$ cat src/rtl/mem_stage_if.sv
// Data-memory request/grant/response port between the memory stage (master) and data memory.
interface mem_stage_if #(
   parameter int unsigned DATA_WIDTH = 32,
   parameter int unsigned ADDR_WIDTH = 32
);
   logic                    req;
   logic                    we;
   logic [ADDR_WIDTH-1:0]   addr;
   logic [DATA_WIDTH/8-1:0] be;
   logic [DATA_WIDTH-1:0]   wdata;
   logic                    gnt;
   logic                    rvalid;
   logic [DATA_WIDTH-1:0]   rdata;

   modport master (
      output req, we, addr, be, wdata,
      input  gnt, rvalid, rdata
   );

   modport slave (
      input  req, we, addr, be, wdata,
      output gnt, rvalid, rdata
   );
endinterface

$ cat src/rtl/mem_stage.sv
// Pipeline memory-access stage: passes ALU ops straight to WB, runs loads/stores on the
// req/gnt/rvalid port and stalls upstream until each access completes.
module mem_stage #(
   parameter int unsigned DATA_WIDTH = 32,
   parameter int unsigned ADDR_WIDTH = 32
) (
   input  logic                  clk,
   input  logic                  rst_n,
   input  logic                  MEM_valid_i,
   input  logic [4:0]            MEM_rd_add_i,
   input  logic [DATA_WIDTH-1:0] MEM_alu_result_i,
   input  logic [DATA_WIDTH-1:0] MEM_store_data_i,
   input  logic                  MEM_memread_i,
   input  logic                  MEM_memwrite_i,
   input  logic [2:0]            MEM_funct3_i,
   input  logic [1:0]            MEM_sel_to_reg_i,
   input  logic                  MEM_regwrite_i,
   input  logic [DATA_WIDTH-1:0] MEM_pc_i,
   input  logic [DATA_WIDTH-1:0] MEM_imm_i,
   output logic                  MEM_stall_o,
   output logic                  MEM_misalign_o,
   mem_stage_if.master           dmem,
   output logic [4:0]            WB_rd_add_o,
   output logic [DATA_WIDTH-1:0] WB_alu_result_o,
   output logic [1:0]            WB_sel_to_reg_o,
   output logic                  WB_regwrite_o,
   output logic [DATA_WIDTH-1:0] WB_pc_o,
   output logic [DATA_WIDTH-1:0] WB_imm_o,
   output logic [DATA_WIDTH-1:0] DMEM_data_o
);

   typedef enum logic [1:0] {StIdle, StReq, StWaitR} state_e;

   state_e                state_q;
   logic [4:0]            rd_q;
   logic [DATA_WIDTH-1:0] alu_q;
   logic [DATA_WIDTH-1:0] sd_q;
   logic [2:0]            f3_q;
   logic [1:0]            sel_q;
   logic                  rw_q;
   logic [DATA_WIDTH-1:0] pc_q;
   logic [DATA_WIDTH-1:0] imm_q;
   logic                  memread_q;
   logic                  memwrite_q;
   logic [DATA_WIDTH-1:0] dmem_data_q;

   logic                  mem_op;
   logic                  misaligned;
   logic [7:0]            ld_byte;
   logic [15:0]           ld_half;
   logic [DATA_WIDTH-1:0] ld_data;

   // Size comes from funct3[1:0]: 00 byte, 01 half, anything else word.
   function automatic logic is_misaligned(input logic [1:0] size, input logic [1:0] off);
      case (size)
         2'b00:   return 1'b0;
         2'b01:   return off[0];
         default: return |off;
      endcase
   endfunction

   assign mem_op     = MEM_valid_i & (MEM_memread_i | MEM_memwrite_i);
   assign misaligned = is_misaligned(MEM_funct3_i[1:0], MEM_alu_result_i[1:0]);

   always_ff @(posedge clk or negedge rst_n) begin
      if (!rst_n) begin
         state_q     <= StIdle;
         rd_q        <= '0;
         alu_q       <= '0;
         sd_q        <= '0;
         f3_q        <= '0;
         sel_q       <= '0;
         rw_q        <= 1'b0;
         pc_q        <= '0;
         imm_q       <= '0;
         memread_q   <= 1'b0;
         memwrite_q  <= 1'b0;
         dmem_data_q <= '0;
      end else begin
         unique case (state_q)
            StIdle: begin
               if (mem_op && !misaligned) begin
                  rd_q       <= MEM_rd_add_i;
                  alu_q      <= MEM_alu_result_i;
                  sd_q       <= MEM_store_data_i;
                  f3_q       <= MEM_funct3_i;
                  sel_q      <= MEM_sel_to_reg_i;
                  rw_q       <= MEM_regwrite_i;
                  pc_q       <= MEM_pc_i;
                  imm_q      <= MEM_imm_i;
                  memread_q  <= MEM_memread_i;
                  memwrite_q <= MEM_memwrite_i;
                  state_q    <= StReq;
               end
            end
            StReq: begin
               if (dmem.gnt) begin
                  state_q <= (memread_q && !memwrite_q) ? StWaitR : StIdle;
               end
            end
            StWaitR: begin
               if (dmem.rvalid) begin
                  dmem_data_q <= ld_data;
                  state_q     <= StIdle;
               end
            end
            default: state_q <= StIdle;
         endcase
      end
   end

   assign MEM_stall_o    = (state_q != StIdle);
   assign MEM_misalign_o = (state_q == StIdle) & mem_op & misaligned;
   assign DMEM_data_o    = dmem_data_q;

   assign dmem.req  = (state_q == StReq);
   assign dmem.we   = dmem.req & memwrite_q;
   assign dmem.addr = {alu_q[ADDR_WIDTH-1:2], 2'b00};

   always_comb begin
      dmem.be    = '0;
      dmem.wdata = sd_q;
      case (f3_q[1:0])
         2'b00: begin
            dmem.be    = 4'b0001 << alu_q[1:0];
            dmem.wdata = {4{sd_q[7:0]}};
         end
         2'b01: begin
            dmem.be    = alu_q[1] ? 4'b1100 : 4'b0011;
            dmem.wdata = {2{sd_q[15:0]}};
         end
         default: dmem.be = 4'b1111;
      endcase
      if (!dmem.req) dmem.be = '0;
   end

   always_comb begin
      ld_byte = dmem.rdata[7:0];
      case (alu_q[1:0])
         2'd0:    ld_byte = dmem.rdata[7:0];
         2'd1:    ld_byte = dmem.rdata[15:8];
         2'd2:    ld_byte = dmem.rdata[23:16];
         default: ld_byte = dmem.rdata[31:24];
      endcase
      ld_half = alu_q[1] ? dmem.rdata[31:16] : dmem.rdata[15:0];
      case (f3_q)
         3'b000:  ld_data = {{(DATA_WIDTH-8){ld_byte[7]}}, ld_byte};
         3'b001:  ld_data = {{(DATA_WIDTH-16){ld_half[15]}}, ld_half};
         3'b100:  ld_data = {{(DATA_WIDTH-8){1'b0}}, ld_byte};
         3'b101:  ld_data = {{(DATA_WIDTH-16){1'b0}}, ld_half};
         default: ld_data = dmem.rdata;
      endcase
   end

   // Memory ops bubble WB on entry; the held instruction reaches WB on completion.
   always_comb begin
      if (state_q == StIdle) begin
         WB_rd_add_o     = MEM_rd_add_i;
         WB_alu_result_o = MEM_alu_result_i;
         WB_sel_to_reg_o = MEM_sel_to_reg_i;
         WB_pc_o         = MEM_pc_i;
         WB_imm_o        = MEM_imm_i;
         WB_regwrite_o   = MEM_valid_i & MEM_regwrite_i & ~(MEM_memread_i | MEM_memwrite_i);
      end else begin
         WB_rd_add_o     = rd_q;
         WB_alu_result_o = alu_q;
         WB_sel_to_reg_o = sel_q;
         WB_pc_o         = pc_q;
         WB_imm_o        = imm_q;
         WB_regwrite_o   = (state_q == StWaitR) & dmem.rvalid & rw_q;
      end
   end

endmodule

$ cat src/flat_wrapper.sv
// flat-port wrapper written by rule: the top's interface ports become plain ports
module mem_stage_flat 
#(
   parameter int unsigned DATA_WIDTH = 32,
   parameter int unsigned ADDR_WIDTH = 32
)
  (clk, rst_n, MEM_valid_i, MEM_rd_add_i, MEM_alu_result_i, MEM_store_data_i, MEM_memread_i, MEM_memwrite_i, MEM_funct3_i, MEM_sel_to_reg_i, MEM_regwrite_i, MEM_pc_i, MEM_imm_i, MEM_stall_o, MEM_misalign_o, WB_rd_add_o, WB_alu_result_o, WB_sel_to_reg_o, WB_regwrite_o, WB_pc_o, WB_imm_o, DMEM_data_o, dmem_req, dmem_we, dmem_addr, dmem_be, dmem_wdata, dmem_gnt, dmem_rvalid, dmem_rdata);
  mem_stage_if #(.DATA_WIDTH(DATA_WIDTH), .ADDR_WIDTH(ADDR_WIDTH)) dmem_i ();
  input  logic clk;
  input  logic rst_n;
  input  logic MEM_valid_i;
  input  logic [4:0] MEM_rd_add_i;
  input  logic [DATA_WIDTH-1:0] MEM_alu_result_i;
  input  logic [DATA_WIDTH-1:0] MEM_store_data_i;
  input  logic MEM_memread_i;
  input  logic MEM_memwrite_i;
  input  logic [2:0] MEM_funct3_i;
  input  logic [1:0] MEM_sel_to_reg_i;
  input  logic MEM_regwrite_i;
  input  logic [DATA_WIDTH-1:0] MEM_pc_i;
  input  logic [DATA_WIDTH-1:0] MEM_imm_i;
  output logic MEM_stall_o;
  output logic MEM_misalign_o;
  output logic [4:0] WB_rd_add_o;
  output logic [DATA_WIDTH-1:0] WB_alu_result_o;
  output logic [1:0] WB_sel_to_reg_o;
  output logic WB_regwrite_o;
  output logic [DATA_WIDTH-1:0] WB_pc_o;
  output logic [DATA_WIDTH-1:0] WB_imm_o;
  output logic [DATA_WIDTH-1:0] DMEM_data_o;
  output wire logic [$bits(dmem_i.req)-1:0] dmem_req;
  output wire logic [$bits(dmem_i.we)-1:0] dmem_we;
  output wire logic [$bits(dmem_i.addr)-1:0] dmem_addr;
  output wire logic [$bits(dmem_i.be)-1:0] dmem_be;
  output wire logic [$bits(dmem_i.wdata)-1:0] dmem_wdata;
  input wire logic [$bits(dmem_i.gnt)-1:0] dmem_gnt;
  input wire logic [$bits(dmem_i.rvalid)-1:0] dmem_rvalid;
  input wire logic [$bits(dmem_i.rdata)-1:0] dmem_rdata;
  assign dmem_req = dmem_i.req;
  assign dmem_we = dmem_i.we;
  assign dmem_addr = dmem_i.addr;
  assign dmem_be = dmem_i.be;
  assign dmem_wdata = dmem_i.wdata;
  assign dmem_i.gnt = dmem_gnt;
  assign dmem_i.rvalid = dmem_rvalid;
  assign dmem_i.rdata = dmem_rdata;
  mem_stage #(.DATA_WIDTH(DATA_WIDTH), .ADDR_WIDTH(ADDR_WIDTH)) u_core (.clk(clk), .rst_n(rst_n), .MEM_valid_i(MEM_valid_i), .MEM_rd_add_i(MEM_rd_add_i), .MEM_alu_result_i(MEM_alu_result_i), .MEM_store_data_i(MEM_store_data_i), .MEM_memread_i(MEM_memread_i), .MEM_memwrite_i(MEM_memwrite_i), .MEM_funct3_i(MEM_funct3_i), .MEM_sel_to_reg_i(MEM_sel_to_reg_i), .MEM_regwrite_i(MEM_regwrite_i), .MEM_pc_i(MEM_pc_i), .MEM_imm_i(MEM_imm_i), .MEM_stall_o(MEM_stall_o), .MEM_misalign_o(MEM_misalign_o), .dmem(dmem_i), .WB_rd_add_o(WB_rd_add_o), .WB_alu_result_o(WB_alu_result_o), .WB_sel_to_reg_o(WB_sel_to_reg_o), .WB_regwrite_o(WB_regwrite_o), .WB_pc_o(WB_pc_o), .WB_imm_o(WB_imm_o), .DMEM_data_o(DMEM_data_o));
endmodule
$ cat config.mk
export PLATFORM = sky130hd
export DESIGN_NAME = mem_stage_flat
export DESIGN_NICKNAME = d
export VERILOG_FILES = /design/src/rtl/mem_stage_if.sv /design/src/rtl/mem_stage.sv /design/src/flat_wrapper.sv
export SDC_FILE = /design/constraint.sdc
export NUM_CORES = 1
export LEC_CHECK = 0
export ABC_AREA = 1
export CORE_UTILIZATION = 44
export DETAILED_ROUTE_END_ITERATION = 10
export GPL_TIMING_DRIVEN = 0
export PLACE_DENSITY = 0.81
export SLEW_MARGIN = 40
export SYNTH_ARGS = -nofsm -noshare
export SYNTH_HDL_FRONTEND = slang
export SYNTH_SLANG_ARGS = --single-unit
$ cat constraint.sdc
create_clock -name clk -period 1.55 [get_ports clk]
set_input_delay 0.2325 -clock clk [delete_from_list [all_inputs] [get_ports clk]]
set_output_delay 0.2325 -clock clk [all_outputs]
set_load 0.02 [all_outputs]
==> results.md <==
- Post-synth design cell area: 0.00954 mm^2
- Most frequent cell after synthesis: nand2_1
- Nets: 1900
- Die Span Y: ~150 um
- Placed Area: ~0.014 mm^2
- Crit path DAT: around 1.8 ns
- Final antenna-violating net count: 0
- First-pass GRT wire length: around 54000 um
- Number of CTS-inserted buffers: 17
- Layout area overhead: 73.9%
- Initial Util: a little under half
- Slew @ Worst Pin: 0.524 ns
- Hpwl dp: between 20000 and 30000 um
- Final hold vios: 0
- Worst-path fanout max: 10
- Routed wire length: 39100 um
- Initial antenna violation count: 1
- Area occupied by multi-input gates: around 0.0045 mm^2
- R2r startpoint: u_core.state_q[0]$_DFFE_PN0P_
- DR vias: 10.6k
- Post-synthesis cell count: roughly 1.3k
- Routed via count divided by cell count: between 5 and 6
- Main synth FF type: dfrtp_1
- Max incr delay on CP: about 0.50 ns
- Drt wl/cell: between 15 and 20 um
- Core ar.: 0.0212 mm^2
- Root Driver: clkbuf_16
- Largest net degree at the start of global routing: 74
- Area leader, netlist: dfrtp_1
- Synth cell count leaders: nand2_1, o21ai_0, inv_1, dfrtp_1, buf_4
- Crit-path cells: nor2_4 > inv_4 > buf_8 > o211ai_1 > buf_4
- Sequential Area: 0.00439 mm^2
- Sequential share of the synthesized area: about 46%
- Cells taking the most area after synthesis: dfrtp_1, nand2_1, o21ai_0
- Placed insts: around 1.9k
- Worst skew pair latency: between 0.4 and 0.5 ns
- Peak VDD IR: 833 uV
- Sink Count: around 180
- Worst clock skew: 0.0137 ns
- Startpoint types: flop
- CTS tree: built
- GRT Util Overall: about a third
- Synth Warn #: 0
- Hold Slack: around 0.3 ns
- Max Cap Viol: 0
- Die X: 149 um
- Post-synth top area share: a little under half
- Slew Limit Fails: 0
- Period utilisation layout: 130%
- Worst setup EP type: primary output
- Failing checks: negative setup slack
- DRC errors left: 0
- Synth async-reset ratio: 100%
- Worst min-delay path category: input pin to async pin
- H-Tree Depth: 4
- Post-synth EDFFs: 0
- Type of the worst setup path: flop to primary output
- Cell variety after synth: 33
- Power Density: 1580 mW/mm^2
- Share of cells above drive strength 1: 33.8%
- I/O Pins: around 390
- Remaining global-route overflow: 0
- Setup WS post-layout: -0.462 ns
- Port bufs: ~380
- FF+latch count, synth: 175
- Fin crit period: slightly above 2 ns
- GP Congestion: approximately 0.89
- Initial DRC Count: approximately 600
- Number of placement rows: 53
- Syn_area_per_cell: around 7.6 um^2
- Slowest CP cell: dfrtp_2
- DRT Pass-1 Iters: 5
- Max Fclk: just under 500 MHz
- Setup violators final: 315
- Fill count: between 1k and 1.5k
- Finished Layout Cells: roughly 2k
- Static Leak: around 8.9 nW
- Status: finished, violations left
- Core Util, Final: 78.4%
- Worst Path Required: 1.32 ns
- Vias in the first global route: approximately 9.8k
- Crit. Startpoint: u_core.f3_q[1]$_DFFE_PN0P_
- Clock buffer depth: 2
- Worst-path clk slew: approximately 0.07 ns
- CP top delay family: flip-flops
- Die area: 0.0223 mm^2
- Fin area: ~0.017 mm^2
- WP buf/inv: 3
- RSZ-0062 raised after global routing: true
- Rel. slew slack: around two thirds
-- metrics by stage --
stage / setup slack [ns] / setup TNS, ns / power, mW
after floorplan: -0.146 / -1.55 / 13.3
after global placement: -7.15 / -1389.10 / 18.4
after detailed placement: -0.896 / -146.39 / 18.7
after CTS: -0.396 / -63.60 / 23.9
after global routing: -0.500 / -84.25 / 27.4
final: -0.462 / -64.08 / 26.3
-- path summary, 6_finish.rpt --
path,to,slack [ns],cells past startpoint
worst max-delay path,dmem_wdata[29],-0.46,5
worst max register to register,u_core.pc_q[11]$_DFFE_PN0P_,-0.17,9
max in group asynchronous,u_core.pc_q[10]$_DFFE_PN0P_,0.54,3
min in group clk,u_core.sd_q[1]$_DFFE_PN0P_,0.34,3
worst min register to register,u_core.sd_q[10]$_DFFE_PN0P_,0.49,2
worst min-delay path,u_core.sd_q[16]$_DFFE_PN0P_,0.30,2
-- metal layers --
metal	up-vias	GRT usage [%]	part of all wire (%)
met4	0	13.1	3.8
li1	4818	-	-
met5	-	0	0
met3	102	6.15	7.7
met2	562	54.3	52
met1	5087	37.9	37
-- kinds of logic after synthesis --
family                 Yosys count  synth area share (%)
AOI/OAI and AO/OA              323                  17.7
buffers and inverters          310                  16.1
DFF                            175                  45.9
other                            1                0.0393
and+or+nand+nor                446                  20.2
-- layout by cell type, fill, tap and decap left out, types with 26 or more instances in the layout --
master             n
dlymetal6s2s_1    51
dfrtp_1          167
nand2_1          266
inv_1            185
buf_4            119
buf_6            119
clkbuf_16         26
o21ai_1           70
a21oi_1           27
nand2_2           55
clkdlybuf4s50_1  195
o21ai_0          122
o21ai_2           58
nand2_4           38
or2_2             27
-- flip-flops by register name, summed over array words and instances, names as in the netlist --
name                cells
u_core.sd_q            32
u_core.imm_q           32
u_core.DMEM_data_o     32
u_core.memread_q        1
u_core.rd_q             5
u_core.alu_q           32
u_core.rw_q             1
u_core.memwrite_q       1
u_core.state_q          2
u_core.sel_q            2
u_core.f3_q             3
u_core.pc_q            32
-- where the power goes --
group | switching, mW | internal (mW)
Combinational | 7.55 | 6.95
Sequential | 1.34 | 6.12
Clock | 2.03 | 2.29
-- layout make-up --
type,count,area share [%]
Multi-Input combinational cell,771,27.3
Timing Repair Buffer,449,29.0
Buffer,114,7.16
Inverter,194,4.51
Clock buffer,19,2.67
Tap cell,275,2.07
Sequential cell,175,26.5
Antenna cell,1,0.0151
Clock inverter,13,0.762
-- what timing repair did --
item	CTS	global route
buffers inserted	16	29
cloned	9	10
pin swaps	16	31
gates resized for setup	972	428
endpoints found under the setup margin	207	378
endpoints found under the hold margin	40	0
hold buffers	1	0
(Power assumes the default switching activity.)
